**src/rtl/vga_timing_pkg.sv**
```systemverilog
// Default 640x480@60 timing constants and sync helpers shared by the
// VGA timing generator and its per-axis counters.
package vga_timing_pkg;

    localparam int VGA_H_DISPLAY = 640;
    localparam int VGA_H_FRONT   = 16;
    localparam int VGA_H_SYNC    = 96;
    localparam int VGA_H_BACK    = 48;
    localparam int VGA_V_DISPLAY = 480;
    localparam int VGA_V_FRONT   = 10;
    localparam int VGA_V_SYNC    = 2;
    localparam int VGA_V_BACK    = 33;

    localparam int VGA_H_TOTAL = VGA_H_DISPLAY + VGA_H_FRONT + VGA_H_SYNC + VGA_H_BACK;
    localparam int VGA_V_TOTAL = VGA_V_DISPLAY + VGA_V_FRONT + VGA_V_SYNC + VGA_V_BACK;

    localparam int VGA_H_SYNC_START = VGA_H_DISPLAY + VGA_H_FRONT;
    localparam int VGA_H_SYNC_END   = VGA_H_SYNC_START + VGA_H_SYNC - 1;
    localparam int VGA_V_SYNC_START = VGA_V_DISPLAY + VGA_V_FRONT;
    localparam int VGA_V_SYNC_END   = VGA_V_SYNC_START + VGA_V_SYNC - 1;

    localparam bit VGA_SYNC_POL = 1'b0;
    localparam int VGA_CNT_W    = 10;

    // Drive the active level inside the sync window, the idle level outside.
    function automatic logic sync_level(input logic in_win, input logic pol);
        return in_win ? pol : ~pol;
    endfunction

endpackage

```
**src/rtl/vga_sync_gen_if.sv**
```systemverilog
// Timing outputs and advance enable of the VGA sync generator; master is
// the generator side, slave is the consumer (pixel/player logic).
interface vga_sync_gen_if
    import vga_timing_pkg::*;
#(
    parameter int W = VGA_CNT_W
);
    logic         ena;
    logic [W-1:0] hpos;
    logic [W-1:0] vpos;
    logic         display_on;
    logic         hsync;
    logic         vsync;
    logic         line_start;
    logic         frame_start;
    logic [7:0]   frame_cnt;

    modport master (
        input  ena,
        output hpos, vpos, display_on, hsync, vsync,
               line_start, frame_start, frame_cnt
    );

    modport slave (
        output ena,
        input  hpos, vpos, display_on, hsync, vsync,
               line_start, frame_start, frame_cnt
    );
endinterface

```
**src/rtl/vga_axis_counter.sv**
```systemverilog
// One timing axis: wrapping position counter with registered display-active
// and sync flags decoded from the next position so they align with pos.
module vga_axis_counter
    import vga_timing_pkg::*;
#(
    parameter int TOTAL      = VGA_H_TOTAL,
    parameter int DISPLAY    = VGA_H_DISPLAY,
    parameter int SYNC_START = VGA_H_SYNC_START,
    parameter int SYNC_END   = VGA_H_SYNC_END,
    parameter bit POL        = VGA_SYNC_POL,
    parameter int W          = VGA_CNT_W
) (
    input  logic         clk,
    input  logic         rst_n,
    input  logic         step,
    output logic         wrap_out,
    output logic [W-1:0] pos,
    output logic         active,
    output logic         sync
);
    localparam logic [W-1:0] LAST    = W'(TOTAL - 1);
    localparam logic [W-1:0] DISP_LT = W'(DISPLAY);
    localparam logic [W-1:0] SYNC_LO = W'(SYNC_START);
    localparam logic [W-1:0] SYNC_HI = W'(SYNC_END);

    logic [W-1:0] pos_d, pos_q;
    logic         active_d, active_q;
    logic         sync_d, sync_q;

    // Wrap is decoded from the current position so the next axis can step in
    // the same edge that returns this one to zero.
    assign wrap_out = (pos_q == LAST);

    always_comb begin
        pos_d = pos_q;
        if (step) pos_d = wrap_out ? '0 : pos_q + 1'b1;
        active_d = (pos_d < DISP_LT);
        sync_d   = sync_level((pos_d >= SYNC_LO) && (pos_d <= SYNC_HI), POL);
    end

    always_ff @(posedge clk) begin
        if (!rst_n) begin
            pos_q    <= LAST;
            active_q <= 1'b0;
            sync_q   <= ~POL;
        end else begin
            pos_q    <= pos_d;
            active_q <= active_d;
            sync_q   <= sync_d;
        end
    end

    assign pos    = pos_q;
    assign active = active_q;
    assign sync   = sync_q;
endmodule

```
**src/rtl/vga_sync_gen.sv**
```systemverilog
// Free-running VGA timing generator: two axis counters plus line/frame
// strobes and an 8-bit frame counter, all registered and mutually aligned.
module vga_sync_gen
    import vga_timing_pkg::*;
#(
    parameter int H_DISPLAY = VGA_H_DISPLAY,
    parameter int H_FRONT   = VGA_H_FRONT,
    parameter int H_SYNC    = VGA_H_SYNC,
    parameter int H_BACK    = VGA_H_BACK,
    parameter int V_DISPLAY = VGA_V_DISPLAY,
    parameter int V_FRONT   = VGA_V_FRONT,
    parameter int V_SYNC    = VGA_V_SYNC,
    parameter int V_BACK    = VGA_V_BACK,
    parameter bit SYNC_POL  = VGA_SYNC_POL,
    parameter int CNT_W     = VGA_CNT_W
) (
    input logic           clk,
    input logic           rst_n,
    vga_sync_gen_if.master vif
);
    localparam int H_TOTAL = H_DISPLAY + H_FRONT + H_SYNC + H_BACK;
    localparam int V_TOTAL = V_DISPLAY + V_FRONT + V_SYNC + V_BACK;

    logic             h_wrap, v_wrap, v_step;
    logic             h_active, v_active, h_sync, v_sync;
    logic [CNT_W-1:0] h_pos, v_pos;

    logic       line_start_d, line_start_q;
    logic       frame_start_d, frame_start_q;
    logic [7:0] frame_cnt_d, frame_cnt_q;

    assign v_step = h_wrap & vif.ena;

    vga_axis_counter #(
        .TOTAL(H_TOTAL), .DISPLAY(H_DISPLAY),
        .SYNC_START(H_DISPLAY + H_FRONT), .SYNC_END(H_DISPLAY + H_FRONT + H_SYNC - 1),
        .POL(SYNC_POL), .W(CNT_W)
    ) u_h (
        .clk(clk), .rst_n(rst_n), .step(vif.ena), .wrap_out(h_wrap),
        .pos(h_pos), .active(h_active), .sync(h_sync)
    );

    vga_axis_counter #(
        .TOTAL(V_TOTAL), .DISPLAY(V_DISPLAY),
        .SYNC_START(V_DISPLAY + V_FRONT), .SYNC_END(V_DISPLAY + V_FRONT + V_SYNC - 1),
        .POL(SYNC_POL), .W(CNT_W)
    ) u_v (
        .clk(clk), .rst_n(rst_n), .step(v_step), .wrap_out(v_wrap),
        .pos(v_pos), .active(v_active), .sync(v_sync)
    );

    // Strobes fire on the advance that lands on column 0 / origin, so they
    // drop to 0 whenever the edge is frozen.
    always_comb begin
        line_start_d  = vif.ena & h_wrap;
        frame_start_d = line_start_d & v_wrap;
        frame_cnt_d   = frame_cnt_q + {7'd0, frame_start_d};
    end

    always_ff @(posedge clk) begin
        if (!rst_n) begin
            line_start_q  <= 1'b0;
            frame_start_q <= 1'b0;
            frame_cnt_q   <= 8'hFF;
        end else begin
            line_start_q  <= line_start_d;
            frame_start_q <= frame_start_d;
            frame_cnt_q   <= frame_cnt_d;
        end
    end

    assign vif.hpos        = h_pos;
    assign vif.vpos        = v_pos;
    assign vif.display_on  = h_active & v_active;
    assign vif.hsync       = h_sync;
    assign vif.vsync       = v_sync;
    assign vif.line_start  = line_start_q;
    assign vif.frame_start = frame_start_q;
    assign vif.frame_cnt   = frame_cnt_q;
endmodule
```
**src/flat_wrapper.sv**
```systemverilog
// flat-port wrapper written by rule: the top's interface ports become plain ports
module vga_sync_gen_flat import vga_timing_pkg::*;
#(
    parameter int H_DISPLAY = VGA_H_DISPLAY,
    parameter int H_FRONT   = VGA_H_FRONT,
    parameter int H_SYNC    = VGA_H_SYNC,
    parameter int H_BACK    = VGA_H_BACK,
    parameter int V_DISPLAY = VGA_V_DISPLAY,
    parameter int V_FRONT   = VGA_V_FRONT,
    parameter int V_SYNC    = VGA_V_SYNC,
    parameter int V_BACK    = VGA_V_BACK,
    parameter bit SYNC_POL  = VGA_SYNC_POL,
    parameter int CNT_W     = VGA_CNT_W
)
  (clk, rst_n, vif_ena, vif_hpos, vif_vpos, vif_display_on, vif_hsync, vif_vsync, vif_line_start, vif_frame_start, vif_frame_cnt);
  vga_sync_gen_if vif_i ();
  input logic clk;
  input logic rst_n;
  input wire logic [$bits(vif_i.ena)-1:0] vif_ena;
  output wire logic [$bits(vif_i.hpos)-1:0] vif_hpos;
  output wire logic [$bits(vif_i.vpos)-1:0] vif_vpos;
  output wire logic [$bits(vif_i.display_on)-1:0] vif_display_on;
  output wire logic [$bits(vif_i.hsync)-1:0] vif_hsync;
  output wire logic [$bits(vif_i.vsync)-1:0] vif_vsync;
  output wire logic [$bits(vif_i.line_start)-1:0] vif_line_start;
  output wire logic [$bits(vif_i.frame_start)-1:0] vif_frame_start;
  output wire logic [$bits(vif_i.frame_cnt)-1:0] vif_frame_cnt;
  assign vif_i.ena = vif_ena;
  assign vif_hpos = vif_i.hpos;
  assign vif_vpos = vif_i.vpos;
  assign vif_display_on = vif_i.display_on;
  assign vif_hsync = vif_i.hsync;
  assign vif_vsync = vif_i.vsync;
  assign vif_line_start = vif_i.line_start;
  assign vif_frame_start = vif_i.frame_start;
  assign vif_frame_cnt = vif_i.frame_cnt;
  vga_sync_gen #(.H_DISPLAY(H_DISPLAY), .H_FRONT(H_FRONT), .H_SYNC(H_SYNC), .H_BACK(H_BACK), .V_DISPLAY(V_DISPLAY), .V_FRONT(V_FRONT), .V_SYNC(V_SYNC), .V_BACK(V_BACK), .SYNC_POL(SYNC_POL), .CNT_W(CNT_W)) u_core (.clk(clk), .rst_n(rst_n), .vif(vif_i));
endmodule
```
**config.mk**
```make
export PLATFORM = sky130hd
export DESIGN_NAME = vga_sync_gen_flat
export DESIGN_NICKNAME = d
export VERILOG_FILES = /design/src/rtl/vga_timing_pkg.sv /design/src/rtl/vga_sync_gen_if.sv /design/src/rtl/vga_axis_counter.sv /design/src/rtl/vga_sync_gen.sv /design/src/flat_wrapper.sv
export SDC_FILE = /design/constraint.sdc
export NUM_CORES = 1
export LEC_CHECK = 0
export CORE_MARGIN = 10
export CORE_UTILIZATION = 53
export CTS_BUF_LIST = sky130_fd_sc_hd__clkbuf_16
export CTS_CLUSTER_SIZE = 12
export DETAILED_ROUTE_END_ITERATION = 7
export PLACE_DENSITY = 0.82
export SLEW_MARGIN = 0
export SYNTH_ARGS = -nofsm -noshare
export SYNTH_HDL_FRONTEND = slang
export SYNTH_SLANG_ARGS = --single-unit
```
**constraint.sdc**
```tcl
create_clock -name clk -period 6.9 [get_ports clk]
set_clock_uncertainty 0.15 [all_clocks]
set_input_delay 2.07 -clock clk [delete_from_list [all_inputs] [get_ports clk]]
set_output_delay 2.07 -clock clk [all_outputs]
set_load 0.02 [all_outputs]
```
; ---- After elaboration in Yosys (flattened, before gate mapping)
; Cells that the tools add are included.
[totals]
latch_bits = 0
ramBits = 0
reg_bits = 34
word_cells = 31
inputBits = 3
output_inout_bits = 33
mem_bits_ro = 0
n_memories = 0
[op_classes]
n_bitwise = 3
mul = 0
n_reduce_logical = 2
n_shift = 0
n_div = 0
n_addsub = 3
muxes = 6
eq_ne = 2
n_lt_le_gt_ge = 6
[ops]
columns = op, count
row1 = 2-to-1 mux 10 bit, 4
row2 = "adder 10 x 1 -> 10 bit, second input constant", 2
row3 = "== test 10 bit, second input constant", 2
row4 = "greater-or-equal comparator 10 bit, second input constant", 1
row5 = "greater-or-equal comparator 10 x 9 -> 1 bit, second input constant", 1
row6 = "<= comparator 10 bit, second input constant", 1
row7 = "<= comparator 10 x 9 -> 1 bit, second input constant", 1
row8 = "< comparator 10 bit, second input constant", 1
row9 = "< comparator 10 x 9 -> 1 bit, second input constant", 1
row10 = adder 8 x 1 -> 8 bit, 1
row11 = AND 1 bit, 3
row12 = logical AND 1 bit, 2
row13 = 2-to-1 mux 1 bit, 2

; ---- Depth between registers and ports, before layout
; Gate-level depths: netlist of the first run.
[depth]
depth_word = 6
ltp_mapped = 12
mapped_depth_nobuf = 12

; ---- Hierarchy
; Synthesis of the first run repeated with hierarchy kept, for this count alone.
[hier_totals]
hier_cells = 219
area_unflattened_um2 = 1881.8
[modules_own_cells]
columns = mod, area_per_inst_um2, cells_per_inst, instances
row1 = vga_axis_counter at u_core.u_v, 785.8, 95, 1
row2 = vga_axis_counter at u_core.u_h, 694.4, 82, 1
row3 = vga_sync_gen, 401.6, 42, 1

; ---- Worst setup path before layout of the first run
; No wires, ideal clock.
[synth_timing]
path_kind = input-to-reg
startpoint = input port vif_ena
endpoint = register u_core.frame_cnt_q[6] (netlist: u_core.vif.frame_cnt[6])
setup_ps = 128
required_time_ps = 6622
path_slack_ps = 2869
arrival_time_ps = 3753
n_path_buf = 0
cell_stages = 10
cell_sequence = nand4_1 > nor4_2 > nand2_1 > inv_1 > ha_1 > ha_1 > and3_1 > nand3_1 > xor2_1 > nand2_1
[synth_between]
elab_chain_len = 3
[synth_rtl]
columns = item, line
row1 = "start, declared", flat_wrapper.sv:19  ; input wire logic [$bits(vif_i.ena)-1:0] vif_ena;
row2 = AND 1 bit, vga_sync_gen.sv:55  ; line_start_d = vif.ena & h_wrap;
row3 = AND 1 bit, vga_sync_gen.sv:56  ; frame_start_d = line_start_d & v_wrap;
row4 = named net u_core.frame_start_d, vga_sync_gen.sv:29  ; logic frame_start_d, frame_start_q;
row5 = adder 8 x 1 -> 8 bit, vga_sync_gen.sv:57  ; frame_cnt_d = frame_cnt_q + {7'd0, frame_start_d};
row6 = "end signal, assigned", vga_sync_gen.sv:68  ; frame_cnt_q <= frame_cnt_d;
row7 = "end, declared", vga_sync_gen.sv:30  ; logic [7:0] frame_cnt_d, frame_cnt_q;
; The timed path passes the listed nets, and every way through them passes these cells.
; A chain may end at the register's enable or synchronous reset.

; ---- Worst setup path in the final report of the first run
; Same ends and word-level chain as after synthesis.

==> metrics.md, run 1 <==
| Metric | Value |
|---|---|
| Layout area overhead | `31.2%` |
| N_diodes | `0` |
| Vias per cell | `6.02` |
| RSZ-0062 raised after global routing | `no` |
| CTS Hold Bufs | `0` |
| WP buf/inv | `2` |
| Crit path largest cell delay | `0.70 ns` |
| Fin. max-slew vios | `0` |
| Hold_sp | `u_core.vif.frame_cnt[7]$_SDFF_PN1_` |
| P_sw | `between 0.2 and 0.25 mW` |
| Worst path top cell family by delay | `simple AND/OR/NAND/NOR gates` |
| Clk pwr share | `32.4%` |
| Kind of critical path | `input port to register` |
| DPL Wire Length | `2930 um` |
| Seq cells post-synth | `34` |
| Row cnt | `19` |
| Period Utilization, post-route | `72.8%` |
| Syn Area/Cell | `8.83 sq um` |
| Share of layout cells above drive strength 1 | `between 4 and 5%` |
| Synthesis Warnings | `0` |
| DRC Markers | `0` |
| First-iteration detailed-routing DRC count | `roughly 150` |
| Main combinational cell family by area after synthesis | `simple AND/OR/NAND/NOR gates` |
| Starting Density | `between 50% and 60%` |
| Main synth FF type | `dfxtp_1` |
| CP Capture Type | `register` |
| First-pass GRT wire length | `about 6700 um` |
| Post-route ant nets | `0` |
| GPL Wtd Cong | `0.902` |
| WP depth | `11` |
| Max Cap Viol | `0` |
| Syn_nets | `190` |
| Fmax | `199 MHz` |
| Critical Path Start Type | `input port` |
| Initial antenna violation count | `0` |
| Number of post-CTS setup repair buffers | `0` |
| Total die area | `5630 sq um` |
| Vias in the first global route | `1455` |
| CTS sink count | `34` |
| VDD IR max | `0.000195 V` |
| P_leak | `roughly 0.85 nW` |
| CP arrival | `5.00 ns` |
| Critical register-to-register path endpoint | `u_core.vif.frame_cnt[6]$_SDFF_PN1_` |
| Measured slew at the worst slew-check pin | `0.733 ns` |
| Routed WL per cell | `16.2 um` |
| Post-synthesis simple-gate area fraction | `between 30% and 40%` |
| Seq pwr share | `39.0%` |
| Distinct cells, synth | `39` |
| CTS tree | `yes` |
| Reg2reg setup slack | `3.73 ns` |
| Clock-pin slew on the worst setup and hold paths | `0.05 ns` |
| Number of synthesized flops with an enable pin | `0` |
| Reg2reg start | `u_core.u_h.pos[0]$_SDFF_PN1_` |
| Pwr Density | `between 300 and 400 nW/um^2` |
| Post-synthesis instance total | `182` |
| Clk Tree Root Cell | `clkbuf_16` |
| Nets | `226` |
| Setup violators final | `0` |
| Clk_lat worst skew | `0.28 ns` |
| Die Span X | `roughly 75 um` |
| Worst Path Required | `6.88 ns` |
| Total global routing overflow | `0` |
| Internal | `0.438 mW` |
| CP Max Fanout | `11` |
| Hold path cells | `2` |
| DIE HEIGHT | `75.1 um` |
| Top-level I/O count | `36` |
| Synth Area in Compound Gates | `10.7%` |
| GRT Total Usage | `15.4%` |
| TNS Setup | `0 ns` |
| Htree depth | `2` |
| Final wirelength | `slightly above 4000 um` |
| CTS Buf Count | `5` |
| Post-synthesis mux area share | `0%` |
| Final hold violations | `0` |
| Largest net degree at the start of global routing | `24` |
| Drt first pass iters | `4` |
| CTS Buffer Depth | `2` |
| Status | `completed` |
| Min-delay worst type | `register to register` |
| IO Port Bufs | `35` |
| Fraction of registers with async set/reset | `0%` |
| Final Non-Filler Cells | `between 200 and 300` |
| R2r worst-path depth | `11` |
| Mapped Area | `1610 sq um` |
| Min Tclk post-route | `around 5 ns` |
| Placed cells | `242` |
| Hold Path End | `u_core.vif.frame_cnt[7]$_SDFF_PN1_` |
| Post-Synth XOR/XNOR Area | `around 9.3%` |
| Synth Area in Adders | `3.89%` |
| Critical Path Source | `vif_ena` |
| Core area | `between 2000 and 3000 sq um` |
| Sequential share of the synthesized area | `42.4%` |
| Vias post-DR | `1505` |
| Max-slew headroom at the worst pin | `51.0%` |
| Worst-path cell chain | `clkdlybuf4s50_1, nand4_1, nor4_2, nand2_1, inv_1, ha_1, ha_1, and3_1, nand3_1, xor2_1, nand2_1` |
| Power share of the combinational group | `28.7%` |
| Sw Share | `32.7%` |
| Post-CTS sizing | `0` |
| CP max-delay cell | `clkdlybuf4s50_1` |
cell usage after synthesis, drive strengths merged, types with 2 or more instances:
library cell / n / area share, %
a21o: 2 / 0.93
a21oi: 6 / 1.9
a221oi: 2 / 1.5
and2: 4 / 1.6
and3: 5 / 1.9
and4: 2 / 1.1
buf: 2 / 0.62
clkbuf: 4 / 0.93
dfxtp: 34 / 42
ha: 5 / 3.9
inv: 9 / 2.1
nand2: 18 / 4.2
nand2b: 2 / 0.78
nand3: 8 / 2.5
nand3b: 2 / 0.93
nand4: 10 / 3.9
nor2: 11 / 2.6
nor3: 6 / 1.9
nor4: 4 / 1.9
nor4bb: 3 / 1.9
o21ai: 8 / 2.5
o31ai: 2 / 0.93
or2: 2 / 0.93
or3: 2 / 0.78
or4: 4 / 2.1
xnor2: 11 / 6.0
xor2: 6 / 3.3
worst max path at each step:
stage	slack (ns)	end
after floorplan	2.87	u_core.vif.frame_cnt[6]$_SDFF_PN1_
after global placement	1.95	u_core.vif.frame_cnt[6]$_SDFF_PN1_
after detailed placement	1.70	u_core.vif.frame_cnt[6]$_SDFF_PN1_
after CTS	1.95	u_core.vif.frame_cnt[6]$_SDFF_PN1_
after global routing	1.62	u_core.vif.frame_cnt[6]$_SDFF_PN1_
final	1.88	u_core.vif.frame_cnt[6]$_SDFF_PN1_
cell usage in the layout, fill, tap and decap left out, drive strengths merged, types with 2 or more instances in the layout:
master          n
a21o            2
a21oi           6
nand3b          2
xor2            6
nor4            4
nand4          10
nand2          18
o31ai           2
nor4bb          3
xnor2          11
or4             4
clkbuf          5
o21ai           8
and3            5
a221oi          2
inv            10
ha              5
clkdlybuf4s50  35
dfxtp          34
and4            2
and2            4
or2             2
nand3           8
nor2           11
nand2b          2
or3             2
nor3            6
clkinv          2
registers in the layout (all words and copies together), names as in the netlist:
name                    count
u_core.u_h.sync             1
u_core.u_h.pos             10
u_core.vif.frame_cnt        8
u_core.vif.line_start       1
u_core.vif.frame_start      1
u_core.u_h.active           1
u_core.u_v.active           1
u_core.u_v.pos             10
u_core.u_v.sync             1
tightest hold or removal path, stage by stage, from the launching register on:
cell,delay [ns]
dfxtp_1,0.34
xor2_1,0.07
nand2_1,0.06
cells by family (layout without fill, tap and decap cells):
logic type,Yosys count,count (layout)
flip-flops,34,34
XOR/XNOR,17,17
AND/OR/NAND/NOR,85,85
AO/OA/AOI/OAI,26,26
adder cells (fa/ha/maj),5,5
buffers and inverters,15,52
per-stage QoR:
step                      setup WS [ns]  utilization (%)  hold WS [ns]  instance area (sq um)  power, mW
after floorplan                    2.87                -         0.409                   1610      0.368
after global placement             1.95             69.7         0.325                   1970      0.436
after detailed placement           1.70             69.7         0.343                   1970      0.442
after CTS                          1.95             74.5         0.356                   2110      0.654
after global routing               1.62             74.5         0.363                   2110      0.685
final                              1.88             74.5         0.348                   2110      0.651
final cells by class:
| type | count | area [sq um] |
|---|---|---|
| Clock buffer | 5 | 125 |
| Clock inverter | 3 | 12.5 |
| Fill cell | 213 | 721 |
| Inverter | 9 | 33.8 |
| Multi-Input combinational cell | 133 | 867 |
| Sequential cell | 34 | 681 |
| Tap cell | 31 | 38.8 |
| Timing Repair Buffer | 35 | 350 |
layer usage:
metal  share of wire [%]  wire (um)  up-vias  global-route usage (%)
met3                  11        429       13                    5.65
met2                  45       1840       79                    23.9
met1                  40       1630      690                    17.0
met4                 4.1        165        0                    11.6
li1                    -          -      723                       -
met5                   0          0        -                       0
power groups by stage:
| stage | clock network, mW | logic [mW] | registers, mW |
|---|---|---|---|
| floorplan | 0 | 0.0890 | 0.279 |
| global placement | 0 | 0.182 | 0.255 |
| detailed placement | 0 | 0.185 | 0.257 |
| CTS | 0.214 | 0.187 | 0.253 |
| global route | 0.222 | 0.205 | 0.258 |
| finish | 0.211 | 0.187 | 0.254 |
Note: power is estimated with default switching activity, not from simulation.
==> inputs of run 2 (changes only) <==
--- a/config.mk
+++ b/config.mk
@@ -6,11 +6,11 @@
 export NUM_CORES = 1
 export LEC_CHECK = 0
 export CORE_MARGIN = 10
-export CORE_UTILIZATION = 53
+export CORE_UTILIZATION = 49
 export CTS_BUF_LIST = sky130_fd_sc_hd__clkbuf_16
 export CTS_CLUSTER_SIZE = 12
 export DETAILED_ROUTE_END_ITERATION = 7
-export PLACE_DENSITY = 0.82
+export PLACE_DENSITY = 0.77
 export SLEW_MARGIN = 0
 export SYNTH_ARGS = -nofsm -noshare
 export SYNTH_HDL_FRONTEND = slang
==> constraint.sdc (replaced) <==
create_clock -name clk -period 4.8 [get_ports clk]
set_clock_uncertainty 0.15 [all_clocks]
set_input_delay 1.44 -clock clk [delete_from_list [all_inputs] [get_ports clk]]
set_output_delay 1.44 -clock clk [all_outputs]
set_load 0.02 [all_outputs]
==> metrics.md, run 2 (synthesis results as in run 1) <==
| Metric | Value |
|---|---|
| Sw Share | `29.3% (-3.5 points)` |
| Commonest non-fill, non-tap cell in the layout | `clkdlybuf4s50_1` |
| Post-layout worst setup margin | `0.947 ns (-0.930 ns)` |
| Placed cells | `257 (+6.2%)` |
| Clk_lat worst skew | `0.28 ns (about the same)` |
| Total global routing overflow | `0 (unchanged)` |
| Fin. max-slew vios | `0 (unchanged)` |
| Status | `completed` |
| Vias in the first global route | `1480 (+1.7%)` |
| Period Utilization, post-route | `80.3%` |
| DIE HEIGHT | `77.3 um (+2.9%)` |
| Critical Path Start Type | `input port` |
| Final Non-Filler Cells | `265 (+6.0%)` |
| CTS Buf Count | `5 (unchanged)` |
| Vias post-DR | `1476 (-1.9%)` |
| Commonest non-fill, non-tap cells in the layout | `35 x clkdlybuf4s50_1, 34 x dfxtp_1, 18 x nand2_1` |
| N_diodes | `0 (unchanged)` |
| Setup violators final | `0 (unchanged)` |
| Top-level I/O count | `36 (unchanged)` |
| DPL Wire Length | `2910 um (-0.71%)` |
| Htree depth | `2 (unchanged)` |
| Drt first pass iters | `4 (unchanged)` |
| Reg2reg setup slack | `2.14 ns (-1.59 ns)` |
| Max-slew headroom at the worst pin | `50.2% (-0.80 points)` |
| Hold path cells | `2 (unchanged)` |
| CTS tree | `yes` |
| Die Span X | `77.3 um (+2.9%)` |
| Reg2reg start | `u_core.u_h.pos[0]$_SDFF_PN1_` |
| Worst Path Required | `4.81 ns (-2.07 ns)` |
| Kind of critical path | `input port to register` |
| DRC Markers | `0 (unchanged)` |
| First-pass GRT wire length | `6790 um (+0.61%)` |
| Design Area, Final | `2200 sq um (+4.2%)` |
| Min Tclk post-route | `3.85 ns` |
| CTS sink count | `34 (unchanged)` |
| RSZ-0062 raised after global routing | `no` |
| First-iteration detailed-routing DRC count | `98 (-36%)` |
| Tot Pwr | `1.05 mW (+61%)` |
| Pre-CTS worst setup slack | `0.666 ns (-1.03 ns)` |
| R2r worst-path depth | `11 (unchanged)` |
| Clk Tree Root Cell | `clkbuf_16` |
| CP Max Fanout | `11 (unchanged)` |
| Seq pwr share | `34.7% (-4.3 points)` |
| Clock-pin slew on the worst setup and hold paths | `0.05 ns (about the same)` |
| Measured slew at the worst slew-check pin | `0.737 ns (+0.00422 ns)` |
| Initial antenna violation count | `0 (unchanged)` |
| CP arrival | `3.86 ns (-1.14 ns)` |
| Final wirelength | `3980 um (-1.9%)` |
| Final hold violations | `0 (unchanged)` |
| Total die area | `5970 sq um (+6.0%)` |
| P_sw | `0.307 mW (+44%)` |
| Hold_sp | `u_core.u_h.pos[9]$_SDFF_PN1_` |
| Power share of the combinational group | `25.8% (-2.9 points)` |
| Post-layout util | `70.8% (-3.8 points)` |
| Layout area overhead | `36.7%` |
| Placed instance area | `2000 sq um (+1.6%)` |
| VDD IR max | `0.000304 V (+56%)` |
| CTS Hold Bufs | `0 (unchanged)` |
| Largest net degree at the start of global routing | `24 (unchanged)` |
| Row cnt | `20 (+1)` |
| Internal | `0.743 mW (+70%)` |
| Fmax | `260 MHz` |
| GRT Total Usage | `13.6% (-1.8 points)` |
| IO Port Bufs | `35 (unchanged)` |
| Core area | `3100 sq um (+9.7%)` |
| Starting Density | `51.8% (-5.0 points)` |
| P_leak | `0.885 nW (+3.7%)` |
| Share of layout cells above drive strength 1 | `6.33% (+1.8 points)` |
| TNS Setup | `0 ns (unchanged)` |
| Filler cells | `266 (+25%)` |
| Nets | `228 (+0.88%)` |
| Critical register-to-register path endpoint | `u_core.vif.frame_cnt[6]$_SDFF_PN1_` |
| CTS Buffer Depth | `2 (unchanged)` |
| Post-CTS sizing | `0 (unchanged)` |
| Min-delay worst type | `register to register` |
| Hold Path End | `u_core.u_h.sync$_SDFF_PN1_` |
| Min Hold Slack | `0.369 ns (+0.0209 ns)` |
| Clk pwr share | `39.5% (+7.1 points)` |
| Pwr Density | `478 nW/um^2 (+55%)` |
| GPL Wtd Cong | `0.849 (-5.9%)` |
| Max Cap Viol | `0 (unchanged)` |
| Vias per cell | `5.57 (-7.5%)` |
| Routed WL per cell | `15.0 um (-7.5%)` |
| Number of post-CTS setup repair buffers | `0 (unchanged)` |
| CP Capture Type | `register` |
| Post-route ant nets | `0 (unchanged)` |
run 2: layout make-up:
| cell class | instances | area (sq um) | area share (%) |
|---|---|---|---|
| clock buffers | 5 | 125 | 5.70 |
| clock inverters | 3 | 68.8 | 3.13 |
| inverters | 9 | 33.8 | 1.54 |
| multi-input cells | 133 | 867 | 39.5 |
| flip-flops and latches | 34 | 681 | 31.0 |
| well taps | 44 | 55.1 | 2.51 |
| repair buffers | 37 | 365 | 16.6 |
run 2: worst max path at each step:
stage	startpoint	end	slack [ns]
finish	vif_ena	u_core.vif.frame_cnt[6]$_SDFF_PN1_	0.95
global route	vif_ena	u_core.vif.frame_cnt[6]$_SDFF_PN1_	0.71
CTS	vif_ena	u_core.vif.frame_cnt[6]$_SDFF_PN1_	0.95
detailed placement	vif_ena	u_core.vif.frame_cnt[6]$_SDFF_PN1_	0.67
global placement	vif_ena	u_core.vif.frame_cnt[6]$_SDFF_PN1_	0.83
floorplan	vif_ena	u_core.vif.frame_cnt[6]$_SDFF_PN1_	1.40
run 2: layer usage:
metal / track usage (%) / vias up / share of wire, %
met1: 14.1 / 694 / 40
li1: - / 730 / -
met3: 6.53 / 8 / 8.4
met5: 0 / - / 0
met4: 5.29 / 0 / 1.7
met2: 23.2 / 44 / 50
run 2: power groups by stage:
stage / registers, mW / clock network (mW) / logic [mW]
2_1_floorplan: 0.401 / 0 / 0.128
3_3_place_gp: 0.366 / 0 / 0.262
3_5_place_dp: 0.369 / 0 / 0.268
4_1_cts: 0.364 / 0.422 / 0.272
5_1_grt: 0.371 / 0.432 / 0.297
6_report: 0.365 / 0.415 / 0.271
run 2: worst max-delay path, cell delays in order:
cell and delay (ns):
clkdlybuf4s50_1 0.67, nand4_1 0.24, nor4_2 0.23, nand2_1 0.25, inv_1 0.16, ha_1 0.20, ha_1 0.19, and3_1 0.18
nand3_1 0.10, xor2_1 0.14, nand2_1 0.06
==> edit (config.mk and constraints of run 1) <==
The package constant `VGA_CNT_W` goes from 10 to 20.
--- a/src/rtl/vga_timing_pkg.sv
+++ b/src/rtl/vga_timing_pkg.sv
@@ -21,5 +21,5 @@
 
     localparam bit VGA_SYNC_POL = 1'b0;
-    localparam int VGA_CNT_W    = 10;
+    localparam int VGA_CNT_W    = 20;
 
     // Drive the active level inside the sync window, the idle level outside.
Interface: changed (resized vif_hpos and vif_vpos); port bits go from 36 to 56. No check against the original RTL was run, so the function may have changed too.
==> edit against run 1 <==
  * Wire length rose by 100%
  * Synthesized area rose by 95%
  * Via count rose by 92%
  * Power rose by 34%
  * Final area rose by 76%
  * Core utilization fell by 8.3 points
  * Sequential cell count rose by 20
  * Sequential share of layout area fell by 3.2 points
  * Worst setup slack improved by 0.22 ns
  * Critical endpoint is now u_core.u_v.active$_SDFF_PN0_
  * Largest power group unchanged
==> edit: results <==
group,metric,value,unit
status,status,"completed",
cells_and_area,layout.nets,418,
yosys,yosys.cell_types.count,55,
power,seqPwrFrac,42.7,%
clock_tree,cts_setup_buffers,0,
placement,dpl-instance-area,0.00358,mm2
placement,place_congestion,0.923,
global_route,grt_pass1_wl,13700,um
worst_setup_path,cp_top_family,"simple AND/OR/NAND/NOR gates",
detailed_routing,viasPerCell,5.99,
yosys,syn_inst,372,
global_route,grt_max_degree,26,
placement,dp_hpwl,6160,um
global_route,busiest_layer,"met2",
placement,dpl.cell_count,475,
yosys,synth_xor_area_share,8.94,%
detailed_routing,routed_wirelength,8270,um
worst_setup_path,worstReg2RegEnd,"u_core.vif.frame_cnt[6]$_SDFF_PN1_",
global_route,use_met3,4.12,%
yosys,synth_commonest_cells,"54 x dfxtp_1, 35 x nand2_1, 34 x nand3_1, 30 x nor2_1, 19 x a21oi_1",
yosys,async_flop_share,0,%
yosys,synthMuxAreaShare,2.71,%
detailed_routing,wl_met3,571,um
worst_setup_path,cpPeakStageDelay,0.68,ns
cells_and_area,fin_cells,482,
worst_hold_path,hold_end,"u_core.vif.frame_cnt[7]$_SDFF_PN1_",
worst_hold_path,min_from,"u_core.vif.frame_cnt[7]$_SDFF_PN1_",
detailed_routing,wl_met1,3440,um
global_route,grt_pass1_vias,2727,
yosys,ys_seq_area_share,34.5,%
worst_setup_path,reg2reg_from,"u_core.u_v.pos[9]$_SDFF_PN1_",
clock_tree,cts_made_buffers,5,
yosys,synth_nets,380,
worst_setup_path,cp-startpoint,"vif_ena",
global_route,met2_usage,29.2,%
clock_tree,clk_pin_slew,0.07,ns
worst_setup_path,endpoint,"u_core.u_v.active$_SDFF_PN0_",
detailed_routing,first_iter_violations,148,
worst_setup_path,crit_path_max_fanout,13,
yosys,synth_compound_area_share,9.10,%
power,p_leak,1.33,nW
clock_tree,root_buffer,"clkbuf_16",
worst_setup_path,ff2ff_setup_slack,3.89,ns
sta,relSlewSlack,43.1,%
yosys,synthAdderAreaFrac,2.00,%
global_route,grt_use_total,16.6,%
power,switchingPower,0.000296,W
placement,port_buffers,55,
detailed_routing,wl_met2,4180,um
power,peakVddDrop,0.000153,V
global_route,met1_usage,19.5,%
power,pwr-share-comb,29.6,%
worst_setup_path,ff2ff_path_depth,9,
yosys,synthTopCellsByArea,"dfxtp_1 34%, nand3_1 5.4%, xnor2_1 4.5%",
cells_and_area,drive_gt1_share,6.59,%
[edit: per-stage QoR]
step	hold slack, ns	power [W]	setup slack [ns]
2_1_floorplan	0.432	0.000551	3.03
3_3_place_gp	0.324	0.000630	1.94
3_5_place_dp	0.329	0.000635	1.86
4_1_cts	0.350	0.000874	2.15
5_1_grt	0.365	0.000911	1.95
6_report	0.349	0.000871	2.09
[edit: worst register-to-register path, stage by stage (launching register included)]
cell and delay, ns:
dfxtp_1 0.49, or4b_4 0.52, nor4_4 0.40, nand2_1 0.29, nor2_1 0.19, ha_1 0.24, ha_1 0.25, nand3_1 0.11
xor2_1 0.16, nand2_1 0.07
[edit: cell type report]
class                      instances  area [um2]
multi-input combinational        288        1830
sequential                        54        1080
timing repair buffer              55         551
fill                             513        1890
clock inverter                     2        10.0
inverter                           6        22.5
tap                               72        90.1
clock buffer                       5         125
